`config.mk`:
```
export PLATFORM = sky130hd
export DESIGN_NAME = nasti_narrower_reader
export DESIGN_NICKNAME = d
export VERILOG_FILES = /design/src/rtl/nasti_narrower_reader.sv
export SDC_FILE = /design/constraint.sdc
export NUM_CORES = 1
export LEC_CHECK = 0
export BUFFER_PORTS_ARGS = -buffer_cell sky130_fd_sc_hd__buf_2
export CORE_ASPECT_RATIO = 1.2
export CORE_MARGIN = 3
export CORE_UTILIZATION = 40
export CTS_CLUSTER_DIAMETER = 80
export CTS_CLUSTER_SIZE = 16
export DETAILED_ROUTE_END_ITERATION = 10
export PLACE_DENSITY_LB_ADDON = 0.05
export SLEW_MARGIN = 20
export SYNTH_ARGS = -nofsm -noshare
export SYNTH_HDL_FRONTEND = slang
export SYNTH_SLANG_ARGS = --single-unit
export TNS_END_PERCENT = 5
```
`constraint.sdc`:
```
create_clock -name clk -period 3.8 [get_ports clk]
set_input_delay 0.38 -clock clk [delete_from_list [all_inputs] [get_ports clk]]
set_output_delay 0.38 -clock clk [all_outputs]
set_load 0.01 [all_outputs]
```
`src/rtl/nasti_narrower_reader.sv`:
```
// NASTI read-path narrower: splits wide AR bursts into narrow slave bursts
// and packs narrow R beats back into wide master beats.
module nasti_narrower_reader #(
    parameter int ID_WIDTH          = 2,
    parameter int ADDR_WIDTH        = 32,
    parameter int MASTER_DATA_WIDTH = 64,
    parameter int SLAVE_DATA_WIDTH  = 32,
    parameter int USER_WIDTH        = 1
) (
    input  logic                         clk,
    input  logic                         rstn,
    input  logic [ID_WIDTH-1:0]          master_ar_id,
    input  logic [ADDR_WIDTH-1:0]        master_ar_addr,
    input  logic [7:0]                   master_ar_len,
    input  logic [2:0]                   master_ar_size,
    input  logic [1:0]                   master_ar_burst,
    input  logic                         master_ar_lock,
    input  logic [3:0]                   master_ar_cache,
    input  logic [2:0]                   master_ar_prot,
    input  logic [3:0]                   master_ar_qos,
    input  logic [3:0]                   master_ar_region,
    input  logic [USER_WIDTH-1:0]        master_ar_user,
    input  logic                         master_ar_valid,
    output logic                         master_ar_ready,
    output logic [ID_WIDTH-1:0]          master_r_id,
    output logic [MASTER_DATA_WIDTH-1:0] master_r_data,
    output logic [1:0]                   master_r_resp,
    output logic                         master_r_last,
    output logic [USER_WIDTH-1:0]        master_r_user,
    output logic                         master_r_valid,
    input  logic                         master_r_ready,
    output logic [ID_WIDTH-1:0]          slave_ar_id,
    output logic [ADDR_WIDTH-1:0]        slave_ar_addr,
    output logic [7:0]                   slave_ar_len,
    output logic [2:0]                   slave_ar_size,
    output logic [1:0]                   slave_ar_burst,
    output logic                         slave_ar_lock,
    output logic [3:0]                   slave_ar_cache,
    output logic [2:0]                   slave_ar_prot,
    output logic [3:0]                   slave_ar_qos,
    output logic [3:0]                   slave_ar_region,
    output logic [USER_WIDTH-1:0]        slave_ar_user,
    output logic                         slave_ar_valid,
    input  logic                         slave_ar_ready,
    input  logic [ID_WIDTH-1:0]          slave_r_id,
    input  logic [SLAVE_DATA_WIDTH-1:0]  slave_r_data,
    input  logic [1:0]                   slave_r_resp,
    input  logic                         slave_r_last,
    input  logic [USER_WIDTH-1:0]        slave_r_user,
    input  logic                         slave_r_valid,
    output logic                         slave_r_ready
);
    localparam int MCS   = $clog2(MASTER_DATA_WIDTH / 8);
    localparam int SCS   = $clog2(SLAVE_DATA_WIDTH / 8);
    localparam int NLANE = MASTER_DATA_WIDTH / SLAVE_DATA_WIDTH;
    localparam int LW    = (NLANE > 1) ? $clog2(NLANE) : 1;
    localparam int OW    = MCS + 2;
    localparam logic [1:0] BURST_INCR = 2'b01;

    typedef enum logic [1:0] {S_IDLE, S_AR, S_R} state_t;

    typedef struct packed {
        logic [ID_WIDTH-1:0]   id;
        logic [ADDR_WIDTH-1:0] addr;
        logic [7:0]            len;
        logic [2:0]            size;
        logic [1:0]            burst;
        logic                  lock;
        logic [3:0]            cache;
        logic [2:0]            prot;
        logic [3:0]            qos;
        logic [3:0]            region;
        logic [USER_WIDTH-1:0] user;
    } req_t;

    state_t                       state, state_nxt;
    req_t                         req;
    logic [ADDR_WIDTH-1:0]        r_addr;
    logic [MASTER_DATA_WIDTH-1:0] asm_data;
    logic [1:0]                   resp_acc;
    logic [7:0]                   m_cnt;

    logic                         ar_hs, s_ar_hs, s_r_hs, m_r_hs;
    logic                         wide;
    logic [2:0]                   sh;
    logic [MCS-1:0]               size_mask;
    logic [15:0]                  ratio, lane_off, s_len;
    logic [ADDR_WIDTH-1:0]        step, r_next;
    logic [OW-1:0]                off, beat_bytes;
    logic                         final_beat;
    logic [LW-1:0]                lane;
    logic [MASTER_DATA_WIDTH-1:0] merged;
    logic [1:0]                   resp_max;

    assign ar_hs   = master_ar_valid && master_ar_ready;
    assign s_ar_hs = slave_ar_valid && slave_ar_ready;
    assign s_r_hs  = slave_r_valid && slave_r_ready;
    assign m_r_hs  = master_r_valid && master_r_ready;

    always_comb begin
        wide       = req.size > 3'(SCS);
        sh         = wide ? req.size - 3'(SCS) : 3'd0;
        size_mask  = MCS'((32'd1 << req.size) - 32'd1);
        ratio      = 16'd1 << sh;
        lane_off   = 16'((req.addr[MCS-1:0] & size_mask) >> SCS);
        s_len      = wide ? ({8'd0, req.len} << sh) + ratio - lane_off - 16'd1
                          : {8'd0, req.len};
        step       = wide ? ADDR_WIDTH'(SLAVE_DATA_WIDTH / 8)
                          : ADDR_WIDTH'(1) << req.size;
        r_next     = (r_addr & ~(step - ADDR_WIDTH'(1))) + step;
        off        = OW'(r_addr[MCS-1:0] & size_mask);
        beat_bytes = OW'(1) << req.size;
        // last narrow beat that still falls inside the current wide beat
        final_beat = (off + OW'(step)) >= beat_bytes;
        lane       = LW'((r_addr >> SCS) & ADDR_WIDTH'(NLANE - 1));
        merged     = asm_data;
        for (int i = 0; i < NLANE; i++) begin
            if (lane == LW'(i))
                merged[i*SLAVE_DATA_WIDTH +: SLAVE_DATA_WIDTH] = slave_r_data;
        end
        resp_max   = (slave_r_resp > resp_acc) ? slave_r_resp : resp_acc;
    end

    always_ff @(posedge clk or negedge rstn) begin
        if (!rstn) state <= S_IDLE;
        else       state <= state_nxt;
    end

    always_comb begin
        state_nxt = state;
        unique case (state)
            S_IDLE: if (ar_hs) state_nxt = S_AR;
            S_AR:   if (s_ar_hs) state_nxt = S_R;
            S_R:    if (m_r_hs && master_r_last) state_nxt = S_IDLE;
            default: state_nxt = S_IDLE;
        endcase
    end

    always_ff @(posedge clk or negedge rstn) begin
        if (!rstn) begin
            req            <= '0;
            r_addr         <= '0;
            asm_data       <= '0;
            resp_acc       <= '0;
            m_cnt          <= '0;
            master_r_valid <= 1'b0;
            master_r_data  <= '0;
            master_r_resp  <= '0;
            master_r_user  <= '0;
        end else begin
            if (ar_hs) begin
                req <= '{id: master_ar_id, addr: master_ar_addr,
                         len: master_ar_len, size: master_ar_size,
                         burst: master_ar_burst, lock: master_ar_lock,
                         cache: master_ar_cache, prot: master_ar_prot,
                         qos: master_ar_qos, region: master_ar_region,
                         user: master_ar_user};
                r_addr   <= master_ar_addr;
                m_cnt    <= '0;
                asm_data <= '0;
                resp_acc <= '0;
            end
            if (m_r_hs) begin
                master_r_valid <= 1'b0;
                m_cnt          <= m_cnt + 8'd1;
            end
            if (s_r_hs) begin
                r_addr <= r_next;
                if (final_beat) begin
                    master_r_valid <= 1'b1;
                    master_r_data  <= merged;
                    master_r_resp  <= resp_max;
                    master_r_user  <= slave_r_user;
                    asm_data       <= '0;
                    resp_acc       <= '0;
                end else begin
                    asm_data <= merged;
                    resp_acc <= resp_max;
                end
            end
        end
    end

    assign master_ar_ready = (state == S_IDLE);
    assign slave_ar_valid  = (state == S_AR);
    assign slave_r_ready   = (state == S_R) && (!master_r_valid || master_r_ready);
    assign master_r_id     = req.id;
    assign master_r_last   = master_r_valid && (m_cnt == req.len);

    assign slave_ar_id     = req.id;
    assign slave_ar_addr   = req.addr;
    assign slave_ar_len    = s_len[7:0];
    assign slave_ar_size   = wide ? 3'(SCS) : req.size;
    assign slave_ar_burst  = req.burst;
    assign slave_ar_lock   = req.lock;
    assign slave_ar_cache  = req.cache;
    assign slave_ar_prot   = req.prot;
    assign slave_ar_qos    = req.qos;
    assign slave_ar_region = req.region;
    assign slave_ar_user   = req.user;

    logic unused_ok;
    assign unused_ok = ^{slave_r_id, slave_r_last, s_len[15:8]};

    logic [2:0]  ar_sh;
    logic [15:0] ar_beats;
    always_comb begin
        ar_sh    = (master_ar_size > 3'(SCS)) ? master_ar_size - 3'(SCS) : 3'd0;
        ar_beats = ({8'd0, master_ar_len} + 16'd1) << ar_sh;
    end

    always_ff @(posedge clk) begin
        if (rstn && ar_hs) begin
            assert (master_ar_burst == BURST_INCR)
                else $fatal(1, "master AR burst is not INCR");
            assert (master_ar_size <= 3'(MCS))
                else $fatal(1, "master AR size exceeds bus width");
            assert (ar_beats <= 16'd256)
                else $fatal(1, "narrowed burst longer than 256 beats");
        end
    end
endmodule
```
Word level (Yosys, flattened, before mapping) --
Index checks and enable logic that the tools add are counted.
Cells by class: add/subtract/negate cells 9, $mul 0, divide/modulo/power cells 0, $lt $le $gt $ge 3, equality and inequality tests 6, shift operators 4, mux-type cells 24, bitwise operators 4, reduce and logical (&&, ||, !) cells 14
Operator list (number):
- $mux 64 | 3
- $mux 32 | 5
- $add 32x32->32 | 1
- $and 32x32->32 | 1
- $not 32->32 | 1
- $shl 1x3->32 const A | 1
- $sub 32x1->32 const B | 1
- $mux 8 | 3
- $mux 2 | 7
- $add 8x1->8 const B | 1
- $add 8x8->8 | 1
- $eq 8x8->1 | 1
- $shl 1x3->8 const A | 1
- $shl 8x3->8 | 1
- $sub 8x1->8 | 1
- $sub 8x1->8 const B | 1
- $logic_and 1x1->1 | 7
- $and 3x3->3 | 2
- $mux 3 | 2
- $pmux 2 s3 | 1
- $add 3x5->5 | 1
- $ge 5x5->1 | 1
- $shl 1x3->5 const A | 1
- $ne 2x1->1 const B | 2
- other kinds (14) | 17
Storage, ports and cells: bits in registers 240, bits in latches 0, memory bits (writable) 0, memory bits (read-only) 0, bits of input ports 108, output and inout port bits 138, logic and storage cells 84, memories 0

Logic depth before layout (Yosys ltp) --
Gate-level depths: netlist of run 1.
depth after elaboration 7, gate-level depth with buffers 14

Least setup slack after synthesis of run 1 --
No wires, ideal clock.
kind register -> register, start register req[19] in the netlist's numbering, end register master_r_data[10], setup time 125 ps, arrival 3408 ps, data required time 3675 ps, setup slack 267 ps, cell stages (with the launch flop) 15, buffers on the path 4, clock period less this slack 3533 ps, path through dfrtp_1 buf_2 and2_1 nor2_1 clkbuf_1 nor2_1 ha_1 a21o_1 ha_1 o211ai_2 or2_2 a21oi_2 buf_6 buf_6 mux2_4
Between the ends: cells in the longest elaborated chain, start to end 6, elaborated cells on any way between the ends 9
RTL lines:
- from (decl) | line 77 | req_t req;
- from (signal assigned) | line 152 | req <= '{id: master_ar_id, addr: master_ar_addr,
- $shl 1x3->32 | line 109 | : ADDR_WIDTH'(1) << req.size;
- $sub 3x1->3 | line 103 | size_mask = MCS'((32'd1 << req.size) - 32'd1);
- $and 3x3->3 | line 111 | off = OW'(r_addr[MCS-1:0] & size_mask);
- $add 3x5->5 | line 114 | final_beat = (off + OW'(step)) >= beat_bytes;
- $ge 5x5->1 * | line 114
- $reduce_and 2->1 (no line) *
- to (signal assigned) | line 171 | master_r_data <= merged;
- to (decl) | line 26 | output logic [MASTER_DATA_WIDTH-1:0] master_r_data,
Mark *: on every way between the ends. The rest lies on a longest branch, timed or not. A chain may end at the register's enable or synchronous reset.

Final worst setup path of run 1 --
start register req[19] in the netlist's numbering, end output slave_ar_len[6]
Between the ends: cells in the longest elaborated chain, start to end 7, elaborated cells on any way between the ends 12
RTL lines:
- $sub 3x2->3 or $gt 3x2->1 (tied branches) | line 102, 101
- $mux 3 | line 102 | sh = wide ? req.size - 3'(SCS) : 3'd0;
- $shl 8x3->8 or $shl 1x3->8 (tied branches) | line 106, 104
- $add 8x8->8 | line 106 | s_len = wide ? ({8'd0, req.len} << sh) + ratio - lane_off - 16'd1
- $sub 8x1->8 (2 in series) | line 106
- $mux 8 * | line 106
- to (decl) | line 34 | output logic [7:0] slave_ar_len,
Marked as above.

==> results of run 1 <==
## how the worst max path moves through the flow
stage,endpoint,slack [ns],depth (start not counted)
floorplan,master_r_data[10],0.27,14
global placement,slave_ar_len[7],0.32,12
detailed placement,slave_ar_len[7],0.32,12
CTS,slave_ar_len[6],0.003,14
global route,slave_ar_len[6],-0.06,14
finish,slave_ar_len[6],0.12,14
## worst min-delay path, cell delays in order
cell and delay, ns:
buf_2 0.07, nand2_1 0.04, nand2_1 0.04
## flip-flops by register name (all words and copies together), names as in the netlist, 3 cells and up
name	flops
slave_ar_cache	4
m_cnt	8
master_r_data	64
asm_data	64
slave_ar_qos	4
slave_ar_region	4
req	11
slave_ar_addr	32
slave_ar_prot	3
r_addr	3
## metrics by stage
stage / std cells / worst slack, ns / TNS [ns]
finish: 1452 / 0.116 / 0
global route: 1452 / -0.0627 / -0.122
CTS: 1449 / 0.00301 / 0
detailed placement: 1424 / 0.320 / 0
global placement: 1424 / 0.323 / 0
floorplan: 940 / 0.267 / 0
## area by class of cell
cell class                 instances  share of cell area (%)
multi-input combinational        596                    36.0
clock inverter                     3                   0.186
tap                              325                    3.36
inverter                          23                   0.713
clock buffer                      20                    3.69
timing repair buffer             274                    12.4
sequential                       211                    43.6
## placed cells by master, fill, tap and decap left out, types with 4 or more instances in the layout
master and count:
nor2b_1 6, nand4_1 4, nor2_1 10, nand3_1 4
a21oi_1 16, buf_4 27, mux2_2 112, buf_2 240
mux2_4 20, mux2i_1 4, and2_1 6, nand2b_1 8
and3_1 4, a21o_1 7, conb_1 4, o21ai_0 19
xnor2_1 11, nand2_1 223, ha_1 19, a22o_1 64
clkbuf_16 17, dfrtp_1 209, inv_1 23
## metal layers
layer,vias to the layer above,track usage (%)
li1,3499,-
met5,-,0
met4,0,3.42
met3,25,4.20
met1,3542,23.3
met2,154,30.5
## power breakdown
part	total (uW)	internal [uW]	switching, uW
registers	3580	3070	518
clock network	1650	838	811
logic	5330	2560	2770
total	10600	6460	4100
## cells by family after synthesis
family,count (synthesis),share of synthesized area (%)
other cells,2,0.0726
flops,211,51.0
compound gates,132,9.70
simple gates,284,11.6
xor+xnor,13,1.10
mux,138,15.9
buf+inv,133,7.30
fa+ha+maj,25,3.31
## timing repair
item,in CTS,in global routing
pin swaps,1,7
hold endpoints to repair,71,0
buffers inserted,1,3
setup endpoints to repair,2,2
hold buffers,1,0
gates resized for setup,6,8
gates cloned,0,0
==> results by group, run 1 <==
Logic synthesis
  • Yosys cell types: 50
  • Synth Register Bits: 211
  • Ys flop type: dfrtp_1
  • Fraction of registers with async set/reset: 100%
  • Sequential area share after synthesis: 51.0%
  • Synth top area share: between 50% and 60%
  • Ys Warns: 0
  • Post-synth top cells: 225 x nand2_1, 211 x dfrtp_1, 112 x mux2_2
  • Count leader, synth: nand2_1
  • Mapped Cells: ~940
  • Synth area leaders: dfrtp_1 51%, mux2_2 12%, nand2_1 8.2%, a22o_1 5.4%, buf_4 4.4%
  • Post-synth design cell area: 10300 um^2
  • Post-synth EDFFs: 0
  • Mapped Avg Cell Area: 11.0 um^2
  • Cell type with the highest aggregate area in the netlist: dfrtp_1

Cells and area
  • P&R area growth vs syn: 17.0%
  • FF+latch area: 5280 um^2
  • Final Util: 48.3%
  • Ant. Diodes: 0
  • Total Nets Final: between 1000 and 1500
  • # fillers: between 2000 and 2500
  • Area of the multi-input gates: 4360 um^2
  • Fin area: 12100 um^2
  • Layout cells sized above 1: between 30% and 40%

Timing
  • Max Clock Skew: 0.0290 ns
  • Fin Hold WS: 0.0717 ns
  • Slew Limit Headroom: around 37%
  • Fmax: approximately 270 MHz
  • Slew @ Worst Pin: 0.939 ns
  • RSZ-0062 raised after global routing: yes
  • Fin crit period: 3.68 ns
  • Final Slew Violations: 0
  • Final setup viols: 0
  • Final Hold Fails: 0
  • Tcrit/Tclk final: 97.0%

Routing
  • Pre-Repair DR Iteration Count: 4
  • Routed len/inst: about 17 um
  • Antenna Nets Post-Route: 0
  • Routed Wire Length: 25200 um
  • Initial drt markers: 280
  • # DRC: 0
  • M1 WL: 11000 um
  • Max layer used: met4
  • Met2 Routed Length: 12300 um
  • Via density: 4.97
  • Vias: 7220
  • Met3 wire len: 1510 um

Place
  • Hpwl dp: between 15000 and 20000 um
  • Routability cong.: 0.736
  • IO Port Bufs: 241
  • Area after DPL: 11600 um^2

Setup path
  • Largest delay share family, worst path: simple AND/OR/NAND/NOR gates
  • Kind of critical path: flip-flop to output pin
  • Reg2reg setup slack: 0.45 ns
  • Buf/Inv on CP: 4
  • CP max-delay cell: or4b_2
  • Critical Path AT: between 3 and 4 ns
  • Crit path top cell by count: buf_6
  • Crit start category: flip-flop
  • Reg-to-reg startpoint: req[20]
  • CP max stage delay: 0.60 ns
  • Critical R2R Capture: master_r_data[5]
  • Crit-path max FO: 10
  • CP Launch Point: req[19]
  • Data required, critical path: 3.42 ns
  • CP Capture Type: output pin
  • Crit-path cells: buf_6 > buf_6 > mux2i_1 > nand2_1 > o21ai_0 > o22a_1 > ha_1 > inv_1 > ha_4 > a21o_1 > a21oi_1 > or4b_2 > nand3_1 > buf_2
  • Cells on worst reg2reg path: 12

CTS
  • Total CTS buffers: 17
  • Clk buf depth: 3
  • Clock transition at the registers of the reported paths: 0.08 ns
  • H-tree depth: 1
  • CTS Sinks: 211
  • Root Buffer: clkbuf_16
  • CTS tree: built
  • Clk Latency, worst-skew pair: approximately 0.5 ns

Floorplan
  • Die Area: about 28000 um^2
  • Die height: 182 um
  • Core Region: 25100 um^2
  • Starting Density: 41.3%
  • Cell row count: 63
  • Io pins: 246
  • Die width: around 150 um

Hold path
  • Hold WC Path Type: input port to flip-flop
  • Worst hold start: master_ar_addr[30]
  • Min-Delay Endpoint: slave_ar_addr[30]
  • Worst hold stages: 3

Power and ir drop
  • PD cells: 872 nW/um^2
  • Leak: 0.00632 uW
  • VDD IR max: 397 uV
  • Design Power: approximately 11000 uW

Global routing
  • GRT Util Overall: roughly 18%
  • Initial antenna violation count: 0
  • Vias in the first global route: about 7400
  • GRT overflow: 0
  • First-pass GRT wire length: between 40000 and 50000 um
  • Largest net degree at the start of global routing: 75

Outcome
  • Status: finished clean

Flow run
  • Max Cap Violations: 0
Power figures use the tool's default switching activity.
==> run 2: changes to the inputs <==
- CORE_MARGIN: 3 -> 2
- CTS_CLUSTER_SIZE: 16 -> 10
- RECOVER_POWER: unset -> 25
==> results by group, run 2 (synthesis gave the netlist of run 1 again) <==
Outcome
  • Status: finished, violations left
  • Failing checks: max-capacitance violations, max-slew violations

CTS
  • Root Buffer: clkbuf_16
  • Clk Latency, worst-skew pair: about 0.52 ns
  • CTS Sinks: roughly 210
  • Clk buf depth: 3
  • Total CTS buffers: 25
  • Clock transition at the registers of the reported paths: 0.06 ns
  • H-tree depth: 1
  • CTS tree: built

Place
  • Hpwl dp: 16200 um
  • Routability cong.: 0.751
  • IO Port Bufs: about 240

Setup path
  • Critical Path AT: 3.31 ns
  • Data required, critical path: 3.42 ns
  • CP max-delay cell: dfrtp_1
  • Kind of critical path: flip-flop to output pin
  • CP Capture Type: output pin
  • Crit start category: flip-flop
  • CP max stage delay: 0.40 ns
  • Crit path top cell by count: fa_2
  • Crit-path cells: and2_4 > nor2_2 > and2_1 > fa_2 > ha_4 > fa_2 > a211oi_2 > o21bai_1 > a21oi_2 > a211oi_1 > a311o_1 > buf_2
  • Crit-path max FO: 6

Timing
  • Fmax: 271 MHz
  • Tcrit/Tclk final: 97.2%
  • Fin crit period: 3.69 ns
  • Slew @ Worst Pin: between 1.5 and 2 ns
  • Max Clock Skew: 0.0128 ns
  • Final Hold Fails: 0
  • Final setup viols: 0
  • Fin Hold WS: between 0.04 and 0.05 ns
  • Slew Limit Headroom: -14.7%
  • Setup_tns: 0 ns
  • Final Slew Violations: 62
  • RSZ-0062 raised after global routing: yes

Global routing
  • GRT Util Overall: a little under a fifth
  • Largest net degree at the start of global routing: ~130
  • Vias in the first global route: 7358
  • GRT overflow: 0
  • First-pass GRT wire length: a little over 40000 um
  • Initial antenna violation count: 1

Floorplan
  • Starting Density: roughly two fifths
  • Core Region: around 25000 um^2
  • Die height: 180 um
  • Cell row count: 64
  • Die Area: 27200 um^2
  • Io pins: 246
  • Die width: 151 um

Cells and area
  • Layout cells sized above 1: 41.1%
  • Ant. Diodes: 0
  • P&R area growth vs syn: 20.1%
  • Commonest non-fill, non-tap cell in the layout: buf_2
  • Total Nets Final: between 1000 and 1500
  • Area of the multi-input gates: 4400 um^2
  • # fillers: between 2000 and 2500
  • Most frequent cells in the layout: 240 x buf_2, 224 x nand2_1, 207 x dfrtp_1
  • FF+latch area: 5290 um^2

Power and ir drop
  • Design Power: 11100 uW
  • PD cells: 892 nW/um^2
  • VDD IR max: 378 uV
  • Leak: between 0.006 and 0.007 uW

Routing
  • Routed Wire Length: 25000 um
  • Pre-Repair DR Iteration Count: 4
  • Initial drt markers: 225
  • # DRC: 0
  • Routed len/inst: 17.0 um
  • Via density: approximately 4.9
  • Vias: 7270
  • Antenna Nets Post-Route: 0

Flow run
  • Max Cap Violations: 1

Hold path
  • Hold WC Path Type: input port to flip-flop
## run 2: layer usage
layer	GRT usage (%)	vias to the layer above	part of all wire (%)	routed length, um
li1	-	3526	-	-
met1	24.9	3537	44	11100
met3	4.91	29	7.0	1760
met2	30.4	176	47	11800
met4	3.70	2	1.4	341
met5	0	-	0.064	16
## run 2: critical path, delay by kind of cell, from the launching register on
family	cells	cell delay, ns
flip-flops	1	0.40
adder cells (fa/ha/maj)	3	0.92
buffers and inverters	1	0.14
AO/OA/AOI/OAI	5	0.91
AND/OR/NAND/NOR	3	0.44
## run 2: report_power, final
part | leakage (uW) | internal [uW] | switching, uW
Sequential | 0.00275 | 3070 | 510
Combinational | 0.00339 | 2630 | 2790
Clock | 0.000326 | 1180 | 890
## run 2: path summary, 6_finish.rpt
kind / start / endpoint / slack [ns] / cells after the start
worst min register to register: slave_ar_prot[1] / slave_ar_prot[1] / 0.46 / 2
worst max register to register: req[20] / master_r_data[50] / 0.33 / 13
min in group asynchronous: rstn / slave_ar_region[1] / 0.84 / 2
worst min-delay path: master_ar_cache[3] / slave_ar_cache[3] / 0.04 / 3
max in group asynchronous: rstn / slave_ar_addr[14] / 1.10 / 3
worst max-delay path: req[20] / slave_ar_len[7] / 0.11 / 12
## run 2: per-stage QoR
step | cells | util (%) | instance area, um^2 | worst slack [ns]
floorplan | 940 | - | 10400 | 0.267
global placement | 1428 | 45.4 | 11600 | 0.238
detailed placement | 1428 | 45.4 | 11600 | 0.242
CTS | 1458 | 48.1 | 12300 | -0.00557
global route | 1472 | 48.8 | 12400 | -0.0336
finish | 1472 | 48.8 | 12400 | 0.105
## run 2: timing repair
item	in CTS	in global routing
hold endpoints to repair	0	57
endpoints found under the setup margin	2	2
hold buffers	0	1
gates resized for setup	6	18
pin swaps	1	8
buffers inserted	1	12
## run 2: area by class of cell
cell class              instances  share of cell area (%)
multi-input cells             596                    35.4
clock inverters                 2                   0.141
inverters                      23                   0.695
well taps                     330                    3.32
repair buffers                283                    12.7
clock buffers                  27                    5.18
flip-flops and latches        211                    42.5
==> run 3: changes to the inputs <==
--- a/config.mk
+++ b/config.mk
@@ -10,3 +10,3 @@
 export CORE_MARGIN = 2
-export CORE_UTILIZATION = 40
+export CORE_UTILIZATION = 54
 export CTS_CLUSTER_DIAMETER = 80
==> constraint.sdc (replaced) <==
create_clock -name clk -period 3.8 [get_ports clk]
set_input_delay 0.19 -clock clk [delete_from_list [all_inputs] [get_ports clk]]
set_output_delay 0.19 -clock clk [all_outputs]
set_load 0.01 [all_outputs]
==> results by group, run 3 (synthesis gave the netlist of run 1 again) <==
Routing
  • Routed len/inst: 16.5 um
  • # DRC: 0
  • Antenna Nets Post-Route: 0
  • Via density: 5.20
  • Routed Wire Length: 24500 um
  • Vias: 7724
  • Pre-Repair DR Iteration Count: 5
  • Initial drt markers: between 400 and 500

Cells and area
  • Most frequent cells in the layout: 224 x nand2_1, 224 x buf_2, 210 x dfrtp_1
  • Total Nets Final: ~1400
  • Fin area: 13100 um^2
  • Post-route non-filler standard cell count: 1484
  • Layout cells sized above 1: 34.9%
  • Final Util: 69.4%
  • P&R area growth vs syn: 26.4%

Place
  • Hpwl dp: 15200 um
  • Area after DPL: around 11000 um^2
  • IO Port Bufs: 241
  • Routability cong.: 0.786
  • Placed Cells: roughly 1400

Setup path
  • Reg2reg setup slack: 0.18 ns
  • CP max stage delay: approximately 0.38 ns
  • Critical Path AT: 3.46 ns
  • Reg-to-reg startpoint: req[20]
  • Critical R2R Capture: master_r_data[5]
  • Largest delay share family, worst path: adder cells
  • CP max-delay cell: dfrtp_1
  • Crit start category: flip-flop
  • Kind of critical path: flip-flop to output pin
  • Cells on worst reg2reg path: 12
  • Crit-path cells: and2_1 > nor2_1 > buf_4 > and2_1 > fa_1 > ha_2 > fa_2 > a211oi_2 > o21bai_1 > a21oi_2 > a211oi_1 > a311o_1 > buf_2
  • CP Capture Type: output pin
  • Buf/Inv on CP: 2
  • Data required, critical path: 3.61 ns
  • Crit path top cell by count: and2_1
  • Crit-path max FO: 18

Hold path
  • Min-Delay Endpoint: master_r_resp[0]
  • Hold WC Path Type: input port to flip-flop
  • Worst hold stages: 3
  • Worst hold start: slave_r_resp[0]

CTS
  • CTS Sinks: 211
  • Clock transition at the registers of the reported paths: about 0.060 ns
  • H-tree depth: 1
  • Root Buffer: clkbuf_16
  • Total CTS buffers: 25
  • Clk Latency, worst-skew pair: 0.50 ns
  • CTS tree: built
  • Clk buf depth: 3

Power and ir drop
  • PD cells: 829 nW/um^2
  • VDD IR max: 530 uV
  • Leak: 0.00673 uW

Global routing
  • Largest net degree at the start of global routing: between 100 and 150
  • First-pass GRT wire length: 39500 um
  • Vias in the first global route: 7947
  • GRT overflow: 0
  • Initial antenna violation count: 1
  • GRT Util Overall: 24.2%

Timing
  • Setup_tns: 0 ns
  • Final setup viols: 0
  • Fin crit period: between 3 and 4 ns
  • Slew Limit Headroom: -102%
  • Slew @ Worst Pin: just over 3 ns
  • Final Hold Fails: 0
  • Max Clock Skew: 0.0125 ns
  • RSZ-0062 raised after global routing: no
  • Tcrit/Tclk final: 95.9%
  • Fmax: approximately 270 MHz
  • Final Slew Violations: 119

Floorplan
  • Die width: 130 um
  • Core Region: 18900 um^2
  • Die Area: 20300 um^2
  • Cell row count: 55
  • Io pins: 246
  • Starting Density: 54.9%
  • Die height: 156 um

Flow run
  • Max Cap Violations: 1

Outcome
  • Failing checks: max-capacitance violations, max-slew violations
  • Status: finished, violations left
run 3: cell types whose count changed in the layout (fill, tap and decap cells not counted), moves of 3 or more:
cell and change:
clkbuf_1 +15, dfrtp_2 -3, buf_2 -16, buf_6 -3, buf_4 -4, dlygate4sd3_1 +98
dfrtp_1 +3
run 3: stage by stage:
stage / worst slack (ns) / hold WS [ns] / total power (uW)
4_1_cts: 0.0364 / 0.0248 / 10900
5_1_grt: 0.00835 / 0.0614 / 11700
3_5_place_dp: 0.325 / 0.347 / 8680
6_report: 0.154 / 0.0352 / 10800
2_1_floorplan: 0.267 / -0.106 / 7370
3_3_place_gp: 0.411 / 0.345 / 8580
run 3: layout make-up:
| type | count | area [um^2] |
|---|---|---|
| inverter | 23 | 86.3 |
| multi-input combinational | 596 | 4340 |
| timing repair buffer | 369 | 2400 |
| fill | 1495 | 5780 |
| tap | 256 | 320 |
| sequential | 211 | 5280 |
| clock buffer | 27 | 633 |
| antenna | 1 | 2.50 |
| clock inverter | 1 | 8.76 |
run 3: worst max path at each step:
stage                 start                 to  slack, ns  cells past startpoint
finish              req[20]    slave_ar_len[7]       0.15                     13
global route        req[20]    slave_ar_len[7]      0.008                     13
CTS                 req[20]    slave_ar_len[7]       0.04                     13
global placement    req[20]  master_r_data[40]       0.41                     11
floorplan           req[19]  master_r_data[10]       0.27                     14
detailed placement  req[20]   master_r_data[5]       0.33                     11
run 3: what timing repair did:
action / 4_1_cts / 5_1_grt
buffers inserted: 0 / 4
endpoints found under the setup margin: 1 / 1
resized for setup: 2 / 2
gates cloned: 0 / 0
pin swaps: 1 / 1
hold buffers: 99 / 0
hold endpoints to repair: 247 / 0
run 3: power breakdown:
part	total [uW]	internal, uW	switching, uW
Combinational	5260	2510	2740
Sequential	3580	3070	509
Clock	2000	1160	841
run 3: worst register-to-register path, stage by stage, from the launching register on:
cell and delay (ns):
dfrtp_1 0.40, buf_4 0.15, nor2_1 0.28, inv_1 0.15, and2_1 0.22, fa_1 0.49, ha_1 0.28, or2_2 0.12
o211ai_2 0.11, or2_2 0.34, a21oi_4 0.19, buf_4 0.36, mux2_2 0.41
run 3: metal layers:
layer | vias up | track usage [%] | part of all wire, %
li1 | 3700 | - | -
met2 | 214 | 40.7 | 49
met4 | 0 | 7.75 | 2.8
met5 | - | 0 | 0
met3 | 52 | 4.53 | 5.6
met1 | 3758 | 31.8 | 43
